<file path="config.mk">
export PLATFORM = sky130hd
export DESIGN_NAME = led_sweep_ctrl
export DESIGN_NICKNAME = d
export VERILOG_FILES = /design/src/rtl/led_sweep_ctrl.sv
export SDC_FILE = /design/constraint.sdc
export NUM_CORES = 1
export LEC_CHECK = 0
export ABC_AREA = 1
export CAP_MARGIN = 20
export CORE_MARGIN = 2
export CORE_UTILIZATION = 45
export CTS_CLUSTER_SIZE = 16
export DETAILED_ROUTE_END_ITERATION = 16
export PLACE_DENSITY = 0.73
export SETUP_SLACK_MARGIN = 0.5
export SLEW_MARGIN = 20
export SYNTH_ARGS = -nofsm -noshare
export SYNTH_HDL_FRONTEND = slang
export SYNTH_SLANG_ARGS = --single-unit
</file>
<file path="constraint.sdc">
create_clock -name clk -period 2.1 [get_ports clk]
set_input_delay 0.315 -clock clk [delete_from_list [all_inputs] [get_ports clk]]
set_output_delay 0.315 -clock clk [all_outputs]
set_load 0.005 [all_outputs]
</file>
<file path="src/rtl/led_sweep_ctrl.sv">
// led_sweep_ctrl
// --------------
// Sequencer for a one-hot LED sweep. A start request in IDLE latches the run
// configuration (pattern mode, dwell per direction, sweep count). The block
// then walks a one-hot pattern through bounce or wrap-around sweeps and
// reports progress and completion.
//
// Ports
//   clk         in   1        single clock, all logic on posedge
//   reset       in   1        synchronous, active-high
//   start       in   1        level-sampled; begins a run when seen in IDLE
//   stop        in   1        abort; IDLE next cycle, no done pulse
//   pause       in   1        freezes count/timer/state while in UP or DOWN
//   mode        in   1        0 = bounce (up then down), 1 = wrap (up only)
//   dwell_up    in   DWELL_W  extra hold cycles per position moving up
//   dwell_down  in   DWELL_W  extra hold cycles per position moving down
//   sweeps      in   8        sweeps per run, 0 = run until stop
//   count       out  WIDTH    one-hot LED pattern
//   dir         out  1        1 = moving up, 0 = moving down
//   busy        out  1        high in UP/DOWN
//   done        out  1        one-cycle pulse on normal run completion
//   sweep_cnt   out  8        completed sweeps in current/last run
//   dbg_state   out  2        current FSM state (IDLE=0 UP=1 DOWN=2 DONE=3)
//
// Control priority, highest first: reset, stop, pause, normal stepping.
// There is no valid/ready handshake: start is a level sampled only in IDLE,
// and all outputs come straight from flops.

module led_sweep_ctrl #(
    parameter int WIDTH   = 8,
    parameter int DWELL_W = 4
) (
    input  logic               clk,
    input  logic               reset,
    input  logic               start,
    input  logic               stop,
    input  logic               pause,
    input  logic               mode,
    input  logic [DWELL_W-1:0] dwell_up,
    input  logic [DWELL_W-1:0] dwell_down,
    input  logic [7:0]         sweeps,
    output logic [WIDTH-1:0]   count,
    output logic               dir,
    output logic               busy,
    output logic               done,
    output logic [7:0]         sweep_cnt,
    output logic [1:0]         dbg_state
);

    typedef enum logic [1:0] {
        S_IDLE = 2'd0,
        S_UP   = 2'd1,
        S_DOWN = 2'd2,
        S_DONE = 2'd3
    } state_t;

    localparam logic [WIDTH-1:0] ONE = {{(WIDTH-1){1'b0}}, 1'b1};
    localparam logic [WIDTH-1:0] MSB = {1'b1, {(WIDTH-1){1'b0}}};

    state_t               state_q, state_d;
    logic [WIDTH-1:0]     count_q, count_d;
    logic                 dir_q, dir_d;
    logic                 busy_q, busy_d;
    logic                 done_q, done_d;
    logic [7:0]           sweep_cnt_q, sweep_cnt_d;
    logic [DWELL_W-1:0]   timer_q, timer_d;

    // Run configuration captured when a run starts.
    logic                 cfg_mode_q;
    logic [DWELL_W-1:0]   cfg_dup_q;
    logic [DWELL_W-1:0]   cfg_ddown_q;
    logic [7:0]           cfg_sweeps_q;
    logic                 load_cfg;

    logic [DWELL_W-1:0]   dwell_cur;
    logic [7:0]           sweep_next;
    logic                 sweep_complete;

    // ------------------------------------------------------------------
    // Next-state / next-output logic
    // ------------------------------------------------------------------
    always_comb begin
        state_d        = state_q;
        count_d        = count_q;
        dir_d          = dir_q;
        timer_d        = timer_q;
        sweep_cnt_d    = sweep_cnt_q;
        load_cfg       = 1'b0;
        sweep_complete = 1'b0;
        dwell_cur      = (state_q == S_DOWN) ? cfg_ddown_q : cfg_dup_q;
        sweep_next     = sweep_cnt_q + 8'd1;

        case (state_q)
            S_IDLE: begin
                count_d = ONE;
                dir_d   = 1'b1;
                timer_d = '0;
                if (start && !stop) begin
                    state_d     = S_UP;
                    sweep_cnt_d = 8'd0;
                    load_cfg    = 1'b1;
                end
            end

            S_UP, S_DOWN: begin
                if (stop) begin
                    state_d = S_IDLE;
                    count_d = ONE;
                    dir_d   = 1'b1;
                    timer_d = '0;
                end else if (pause) begin
                    // hold everything
                end else if (timer_q != dwell_cur) begin
                    timer_d = timer_q + 1'b1;
                end else begin
                    timer_d = '0;
                    if (state_q == S_UP) begin
                        if (count_q != MSB) begin
                            count_d = count_q << 1;
                        end else if (!cfg_mode_q) begin
                            // MSB is shown again for one cycle on DOWN entry
                            state_d = S_DOWN;
                            dir_d   = 1'b0;
                        end else begin
                            sweep_complete = 1'b1;
                        end
                    end else begin
                        if (count_q != ONE) begin
                            count_d = count_q >> 1;
                        end else begin
                            sweep_complete = 1'b1;
                        end
                    end

                    if (sweep_complete) begin
                        sweep_cnt_d = sweep_next;
                        count_d     = ONE;
                        dir_d       = 1'b1;
                        if ((cfg_sweeps_q != 8'd0) && (sweep_next == cfg_sweeps_q)) begin
                            state_d = S_DONE;
                        end else begin
                            state_d = S_UP;
                        end
                    end
                end
            end

            S_DONE: begin
                // stop here lands in IDLE as well, so both paths agree
                state_d = S_IDLE;
                count_d = ONE;
                dir_d   = 1'b1;
                timer_d = '0;
            end

            default: begin
                state_d = S_IDLE;
                count_d = ONE;
                dir_d   = 1'b1;
                timer_d = '0;
            end
        endcase

        busy_d = (state_d == S_UP) || (state_d == S_DOWN);
        done_d = (state_d == S_DONE);
    end

    // ------------------------------------------------------------------
    // State and output registers
    // ------------------------------------------------------------------
    always_ff @(posedge clk) begin
        if (reset) begin
            state_q      <= S_IDLE;
            count_q      <= ONE;
            dir_q        <= 1'b1;
            busy_q       <= 1'b0;
            done_q       <= 1'b0;
            sweep_cnt_q  <= 8'd0;
            timer_q      <= '0;
            cfg_mode_q   <= 1'b0;
            cfg_dup_q    <= '0;
            cfg_ddown_q  <= '0;
            cfg_sweeps_q <= 8'd0;
        end else begin
            state_q     <= state_d;
            count_q     <= count_d;
            dir_q       <= dir_d;
            busy_q      <= busy_d;
            done_q      <= done_d;
            sweep_cnt_q <= sweep_cnt_d;
            timer_q     <= timer_d;
            if (load_cfg) begin
                cfg_mode_q   <= mode;
                cfg_dup_q    <= dwell_up;
                cfg_ddown_q  <= dwell_down;
                cfg_sweeps_q <= sweeps;
            end
        end
    end

    assign count     = count_q;
    assign dir       = dir_q;
    assign busy      = busy_q;
    assign done      = done_q;
    assign sweep_cnt = sweep_cnt_q;
    assign dbg_state = state_q;

endmodule

</file>
-- After elaboration in Yosys (flattened, before gate mapping)
Cells that the tools add are included.
- register bits after elaboration: 42
- output and inout bits: 21
- logic and storage cells: 94
- reductions and logical operators: 12
- $add $sub $neg: 2
- eq/ne operators: 22
- mux-type cells: 47
- operators by type and width (cell ; count):
    8-bit 2-to-1 mux ; 12
    8-bit one-hot mux with 2 select lines ; 2
    2-bit 2-to-1 mux ; 9
    1-bit 2-to-1 mux ; 17
    4-bit 2-to-1 mux ; 4
    4-bit inequality test, second input constant ; 3
    2-bit inequality test, second input constant ; 5
    5-bit inequality test, second input constant ; 2
    8-bit by 1-bit adder with 8-bit output, second input constant ; 1
    2-bit == test, second input constant ; 4
    8-bit == test ; 1
    8-bit by 1-bit inequality test with 1-bit output, second input constant ; 1
    8-bit inequality test, second input constant ; 1
    4-bit one-hot mux with 2 select lines ; 1
    8-bit nonzero test ; 1
    3-bit inequality test, second input constant ; 2
    2-bit one-hot mux with 3 select lines ; 1
    6-bit AND reduction ; 1
    5-bit AND reduction ; 1
    4-bit by 1-bit adder with 4-bit output, second input constant ; 1
    2-bit by 1-bit == test with 1-bit output, second input constant ; 2
    4-bit inequality test ; 1
    4-bit AND reduction ; 1
    2-bit OR reduction ; 2
    6 further kinds ; 7

-- Logic depth before layout (Yosys ltp)
Gate-level depths: netlist of run 1.
- word-level depth: 14
- mapped depth: 18

-- Worst setup path before layout of run 1
No wires, ideal clock.
- path type: reg-to-reg
- from: register state_q[0] (netlist: dbg_state[0])
- to: register busy_q (netlist: busy)
- setup time: 0.128 ns
- clock period less this slack: 2.047 ns
- arrival: 1.919 ns
- slack: 0.053 ns
- stages on the path, launching flop included: 19
- cell sequence: dfxtp_1 inv_1 ha_1 inv_2 nand2_1 nand2_1 nand2_1 nand2_1 nand2_1 nor2_4 nand2_1 nor2_1 nand2_1 nand3_1 nand2_1 inv_1 ha_1 inv_1 nor2_1
- word-level cells in the longest chain between the ends: 13
- elaborated cells on any way between the ends: 24
- those cells by class: eq/ne (6); mux (15); reduce/logical (3)
- RTL lines (item ; RTL line ; source):
    start: declaration ; 60 ; state_t state_q, state_d;
    start signal: assignment ; 185 ; state_q <= state_d;
    2-bit by 1-bit == test with 1-bit output ; 93, 117 ;
    1-bit 2-to-1 mux ; 117 ; if (state_q == S_UP) begin
    1-bit 2-to-1 mux ; 113 ; end else if (timer_q != dwell_cur) begin
    1-bit 2-to-1 mux ; 111 ; end else if (pause) begin
    1-bit 2-to-1 mux ; 106 ; if (stop) begin
    1-bit 2-to-1 mux ; 93 ; case (state_q)
    2-bit 2-to-1 mux ; 135 ; if (sweep_complete) begin
    2-bit 2-to-1 mux ; 113 ;
    2-bit 2-to-1 mux ; 111 ;
    2-bit 2-to-1 mux ; 106 ;
    2-bit one-hot mux with 3 select lines * ; 93 ;
    via state_d[0] ; 60 ;
    2-bit by 1-bit == test with 1-bit output or 2-bit == test (tied branches) ; 164 ; busy_d = (state_d == S_UP) || (state_d == S_DOWN);
    1-bit logical OR * ; 164 ;
    via busy_d ; 63 ; logic busy_q, busy_d;
    end signal: assignment ; 188 ; busy_q <= busy_d;
    end: declaration ; 63 ;
The timed path passes the listed nets; every way through them passes the cells marked *. The select of a mux whose other input is x is not followed.
A chain may end at the register's enable or synchronous reset.

-- Worst setup path in the final report of run 1
- from: register state_q[0] (netlist: dbg_state[0])
- to: register sweep_cnt_q[2] (netlist: sweep_cnt[2])
- word-level cells in the longest chain between the ends: 8
- elaborated cells on any way between the ends: 19
- those cells by class: eq/ne (8); mux (7); reduce/logical (4)
- RTL lines (item ; RTL line ; source):
    2-bit by 1-bit == test with 1-bit output ; 93, 117 ;
    1-bit 2-to-1 mux ; 117 ;
    1-bit 2-to-1 mux ; 113 ;
    1-bit 2-to-1 mux ; 111 ;
    1-bit 2-to-1 mux ; 106 ;
    1-bit 2-to-1 mux ; 93 ;
    2-bit inequality test (no source line) ; n/a ;
    6-bit AND reduction (no source line) ; n/a ;
    end signal: assignment ; 190 ; sweep_cnt_q <= sweep_cnt_d;
    end: declaration ; 65 ; logic [7:0] sweep_cnt_q, sweep_cnt_d;
Several ways; a longest one is shown, not always the timed one. The select of a mux whose other input is x is not followed.

==> results of run 1 <==
-- synth_stat cells, drive strengths merged --
cell,instances,area (µm²)
a211oi,3,22.5
a21oi,33,180
a31oi,1,6.26
and2,2,12.5
buf,4,27.5
clkbuf,6,22.5
dfxtp,42,841
ha,6,75.1
inv,58,218
nand2,91,347
nand3,32,165
nand3b,1,7.51
nand4,10,62.6
nor2,49,218
nor3,3,20.0
o211ai,1,7.51
o21ai,29,145
o21bai,1,7.51
-- routing by layer --
| layer | share of wire, % | routed length [µm] | vias up | global-route usage [%] |
|---|---|---|---|---|
| met5 | 0 | 0 | - | 0 |
| met4 | 1.6 | 97 | 0 | 7.45 |
| met3 | 6.3 | 392 | 9 | 4.00 |
| met2 | 48 | 2950 | 75 | 35.4 |
| met1 | 44 | 2750 | 1123 | 29.7 |
| li1 | - | - | 1321 | - |
-- critical path, cell delays in order, from the launching register on --
cell and delay [ns]:
dfxtp_4 0.37, inv_4 0.04, ha_4 0.18, inv_4 0.07, nand2_2 0.06, nand2_1 0.05
nand2_1 0.04, nand2_1 0.08, nand2_2 0.07, nor2_4 0.13, buf_4 0.12, buf_6 0.09
nor2_2 0.04, a21oi_4 0.22, nand2_4 0.14, nand2_2 0.08, nand2_1 0.05, nor2_1 0.10
-- worst paths after layout --
path | start | end | slack [ns] | cells after the start
min reg2reg | cfg_ddown_q[1] | cfg_ddown_q[1] | 0.45 | 2
max | dbg_state[0] | sweep_cnt[2] | 0.1 | 17
max reg2reg | dbg_state[0] | sweep_cnt[2] | 0.1 | 17
min | cfg_ddown_q[1] | cfg_ddown_q[1] | 0.45 | 2
-- logic make-up after synthesis --
group / share of synthesized area, %
buffers and inverters: 11.2
adder cells (fa/ha/maj): 3.15
flip-flops: 35.3
AO/OA/AOI/OAI: 15.5
AND/OR/NAND/NOR: 34.9
-- flip-flops by register name, indices dropped and copies added (netlist names) --
register	count
cfg_dup_q	4
dbg_state	2
cfg_sweeps_q	8
cfg_ddown_q	4
sweep_cnt	8
busy	1
dir	1
cfg_mode_q	1
done	1
count	8
timer_q	4
-- stage by stage --
step / instances / TNS (ns) / power [mW] / util (%)
detailed placement: 483 / 0 / 1.57 / 57.9
floorplan: 372 / 0 / 1.35 / -
CTS: 502 / 0 / 2.48 / 65.2
finish: 503 / 0 / 2.53 / 66.3
global route: 503 / -0.167 / 2.68 / 66.3
global placement: 483 / 0 / 1.56 / 57.9
-- what timing repair did --
| item | 4_1_cts | 5_1_grt |
|---|---|---|
| buffers inserted | 9 | 1 |
| gates cloned | 2 | 0 |
| endpoints found under the setup margin | 24 | 31 |
| hold endpoints to repair | 0 | 0 |
| pin swaps | 16 | 4 |
| gates resized for setup | 36 | 23 |
-- power breakdown --
| group | internal [mW] | switching [mW] |
|---|---|---|
| combinational | 0.358 | 0.439 |
| clock | 0.507 | 0.294 |
| sequential | 0.866 | 0.0662 |
| total | 1.73 | 0.799 |
-- cell type report --
cell class	instances	area, µm²
multi-input cells	264	1480
flip-flops and latches	42	862
clock inverters	2	60.1
inverters	58	225
repair buffers	61	587
well taps	70	87.6
fillers	457	1720
clock buffers	6	82.6
==> reports/qor.yml, run 1 <==
outcome: "finished, final reports clean"
htree_levels: 2
critical_path_class: "flop to flop"
p_leak_nw: 1.40
drive_gt1_share_pct: 22.2
rows: 26
cts-root-buf: "clkbuf_8"
post_drt_via_cell_ratio: 5.03
setup_viol: 0
place_congestion: 0.922
ys_seq_elements: 42
grt_pass1_wl_um: 10600
crit_path_max_fanout: 7
min_path_type: "flop to flop"
setup_slack_ns: 0.0955
dpl.hpwl_um: 4160
startpoint_type: "flop"
ir_worst_vdd_uv: 428
diodes: 0
finalCriticalPeriod_ns: 2.00
clk_latency_ns: 0.30
grt.overflow.total: 0
cellPowerDensity_nw_per_um2: 747
cts.sinks: 42
hold_slack_ns: 0.449
max_freq_mhz: 499
syn_area_um2: 2380
ys_warn_count: 0
first_iter_violations: 133
dieArea_um2: 5900
syn-instance-count: 372
die_y_um: 76.8
hold_viol: 0
place_area_um2: 2960
final_area_um2: 3390
area_delta_synth_final_pct: 42.1
first_global_vias: 2309
drv_cap: 0
coreArea_um2: 5110
cts_hold_buf: 0
cp_data_arrival_time_ns: 2.24
post-route-period-util_pct: 95.5
drc: 0
final_common_cell: "nand2_1"
fp.dieW_um: 76.8
cts_made_buffers: 5
required_ns: 2.34
slew_headroom_pct: 71.5
wirelength_um: 6190
rsz0062_at_grt: "true"
ios: 43
synth_area_per_cell_um2: 6.41
drt_pre_antenna_iters: 4
layout_common_cells: "nand2_1 (74), inv_1 (44), clkdlybuf4s50_1 (42)"
cts_tree: "built"
seq_area_frac_synth_pct: 35.3
finalMaxSlewViolations: 0
grtUsageTotal_pct: 22.0
netlist-cell-type-count: 31
antenna_found_initial: 0
initial_core_util_pct: 46.7
fin_worst_skew_ns: 0.00757
clk_pin_slew_worst_paths_ns: 0.09
port_buffers: 42
grt_max_degree: 35
clk_path_buf_depth: 2
drtAntennaViolNets: 0
crit_path_end_kind: "flop"
synth_nets: 400
nets: 460
worstMarginPinSlew_ns: 0.428
vias: 2528
post_drt_wl_per_cell_um: 12.3
post-place-ws_ns: 0.0773
Note: power is estimated with default switching activity, not from simulation.
==> inputs of run 2 (changes only) <==
PLACE_DENSITY = not set   (was 0.73)
PLACE_DENSITY_LB_ADDON = 0.2   (was not set)
==> reports/qor.yml, run 2 (synthesis gave the netlist of run 1 again) <==
cellPowerDensity_nw_per_um2: 677  # was 747 nW/µm²
swShare_pct: 35.2  # was 31.6%
outcome: "finished, final reports clean"  # unchanged
post-route-period-util_pct: 98.4  # was 95.5%
cts-root-buf: "clkbuf_8"  # unchanged
p_seq_share_pct: 39.9  # was 36.8%
required_ns: 2.35  # was 2.34 ns
startpoint_type: "flop"  # unchanged
post-place-ws_ns: 0.0722  # was 0.0773 ns
final_area_um2: 3440  # was 3390 µm²
vias: 2591  # was 2528
crit_path_end_kind: "flop"  # unchanged
cts_made_buffers: 5  # unchanged
antenna_found_initial: 0  # unchanged
critical_path_class: "flop to flop"  # unchanged
crit_top_cell: "inv_2"  # was nand2_1
post_drt_wl_per_cell_um: 12.9  # was 12.3 µm
power_frac_clock_pct: 24.1  # was 31.7%
slew_headroom_pct: 73.4  # was 71.5%
fp.dieW_um: 76.8  # unchanged
coreArea_um2: 5110  # unchanged
hold_viol: 0  # unchanged
finalMaxSlewViolations: 0  # unchanged
clk_path_buf_depth: 2  # unchanged
ir_worst_vdd_uv: 425  # was 428 µV
clk_pin_slew_worst_paths_ns: 0.08  # was 0.09 ns
slowest_stage: "dfxtp_4"  # unchanged
setup_viol: 0  # unchanged
cts.sinks: 42  # unchanged
worstMarginPinSlew_ns: 0.399  # was 0.428 ns
max_freq_mhz: 484  # was 499 MHz
port_buffers: 42  # unchanged
drtAntennaViolNets: 0  # unchanged
layout_common_cells: "nand2_1 (75), inv_1 (43), clkdlybuf4s50_1 (41)"  # was nand2_1 (74), inv_1 (44), clkdlybuf4s50_1 (42)
rsz0062_at_grt: "true"  # unchanged
first_iter_violations: 229  # was 133
area_delta_synth_final_pct: 44.1  # was 42.1%
grt_max_degree: 35  # unchanged
initial_core_util_pct: 46.7  # unchanged
ios: 43  # unchanged
power.internal_mw: 1.51  # was 1.73 mW
p_leak_nw: 1.42  # was 1.40 nW
place_congestion: 0.908  # was 0.922
cts_hold_buf: 0  # unchanged
nets: 461  # was 460
critPathMaxStageDelay_ns: 0.37  # about the same
post_drt_via_cell_ratio: 5.14  # was 5.03
path_cells: "inv_1, ha_4, inv_2, buf_4, nor2_1, nand2_1, o21ai_2, nand3_2, nand2_2, inv_2, ha_4, inv_2, nor2_1"  # was inv_4, ha_4, inv_4, nand2_2, nand2_1, nand2_1, nand2_1, nand2_2, nor2_4, buf_4, buf_6, nor2_2, a21oi_4, nand2_4, nand2_2, nand2_1, nor2_1
drv_cap: 0  # unchanged
gr-usage-met3_pct: 4.00  # unchanged
p_comb_share_pct: 36.0  # was 31.5%
cp_data_arrival_time_ns: 2.32  # was 2.24 ns
rows: 26  # unchanged
htree_levels: 2  # unchanged
crit_path_max_fanout: 5  # was 7
fin_worst_skew_ns: 0.00553  # was 0.00757 ns
p_switching_mw: 0.819  # was 0.799 mW
wirelength_um: 6480  # was 6190 µm
final_common_cell: "nand2_1"  # unchanged
die_y_um: 76.8  # unchanged
place_area_um2: 2970  # was 2960 µm²
dpl.hpwl_um: 4110  # was 4160 µm
first_global_vias: 2415  # was 2309
grt.busiest_layer: "met2"  # unchanged
finalCriticalPeriod_ns: 2.07  # was 2.00 ns
diodes: 0  # unchanged
drt_pre_antenna_iters: 5  # was 4
grt.overflow.total: 0  # unchanged
grt_pass1_wl_um: 10600  # about the same
min_path_type: "flop to flop"  # unchanged
drc: 0  # unchanged
grt_util_met2_pct: 37.4  # was 35.4%
clk_latency_ns: 0.31  # was 0.30 ns
cts_tree: "built"  # unchanged
grtUsageTotal_pct: 22.4  # was 22.0%
setup_slack_ns: 0.0337  # was 0.0955 ns
dieArea_um2: 5900  # unchanged
drive_gt1_share_pct: 23.5  # was 22.2%
use_met1_pct: 28.0  # was 29.7%
[run 2: worst paths after layout]
path / from / to / slack [ns] / cells after the start
setup / recovery: dbg_state[1] / busy / 0.03 / 13
hold / removal: cfg_ddown_q[3] / cfg_ddown_q[3] / 0.45 / 2
setup reg to reg: dbg_state[1] / busy / 0.03 / 13
hold reg to reg: cfg_ddown_q[3] / cfg_ddown_q[3] / 0.45 / 2
[run 2: layout make-up]
type                    count  area (µm²)
flip-flops and latches     42         856
repair buffers             62         624
clock buffers               7        86.3
inverters                  58         223
well taps                  70        87.6
multi-input cells         264        1550
clock inverters             1        5.00
fillers                   464        1670
[run 2: critical path, delay by kind of cell, from the launching register on]
family                     cells  cell delay, ns
AOI/OAI and AO/OA              1            0.19
and+or+nand+nor                5            0.52
adders and majority gates      2            0.47
buffers and inverters          5            0.45
DFF                            1            0.37
[run 2: stage by stage]
| step | util, % | total power, mW | instances | setup TNS [ns] | hold slack (ns) |
|---|---|---|---|---|---|
| 2_1_floorplan | - | 1.35 | 372 | 0 | 0.384 |
| 3_3_place_gp | 58.2 | 1.57 | 485 | 0 | 0.433 |
| 3_5_place_dp | 58.2 | 1.58 | 485 | 0 | 0.435 |
| 4_1_cts | 64.1 | 2.24 | 503 | 0 | 0.449 |
| 5_1_grt | 67.3 | 2.47 | 504 | -0.202 | 0.476 |
| 6_report | 67.3 | 2.33 | 504 | 0 | 0.447 |
[run 2: timing repair]
| action | 4_1_cts | 5_1_grt |
|---|---|---|
| cloned | 2 | 0 |
| pin swaps | 18 | 20 |
| gates resized for setup | 28 | 44 |
| setup endpoints to repair | 22 | 31 |
| buffers inserted | 8 | 1 |
[run 2: routing by layer]
metal  vias to the layer above  part of all wire (%)
met5                         -                     0
met4                         0                   2.5
met3                        13                   4.9
met2                        85                    47
met1                      1178                    45
li1                       1315                     -
[run 2: power groups by stage]
| stage | Combinational [mW] | Sequential [mW] | Clock, mW |
|---|---|---|---|
| floorplan | 0.418 | 0.929 | 0 |
| global placement | 0.635 | 0.934 | 0 |
| detailed placement | 0.646 | 0.934 | 0 |
| CTS | 0.754 | 0.925 | 0.563 |
| global route | 0.925 | 0.940 | 0.606 |
| finish | 0.837 | 0.929 | 0.562 |
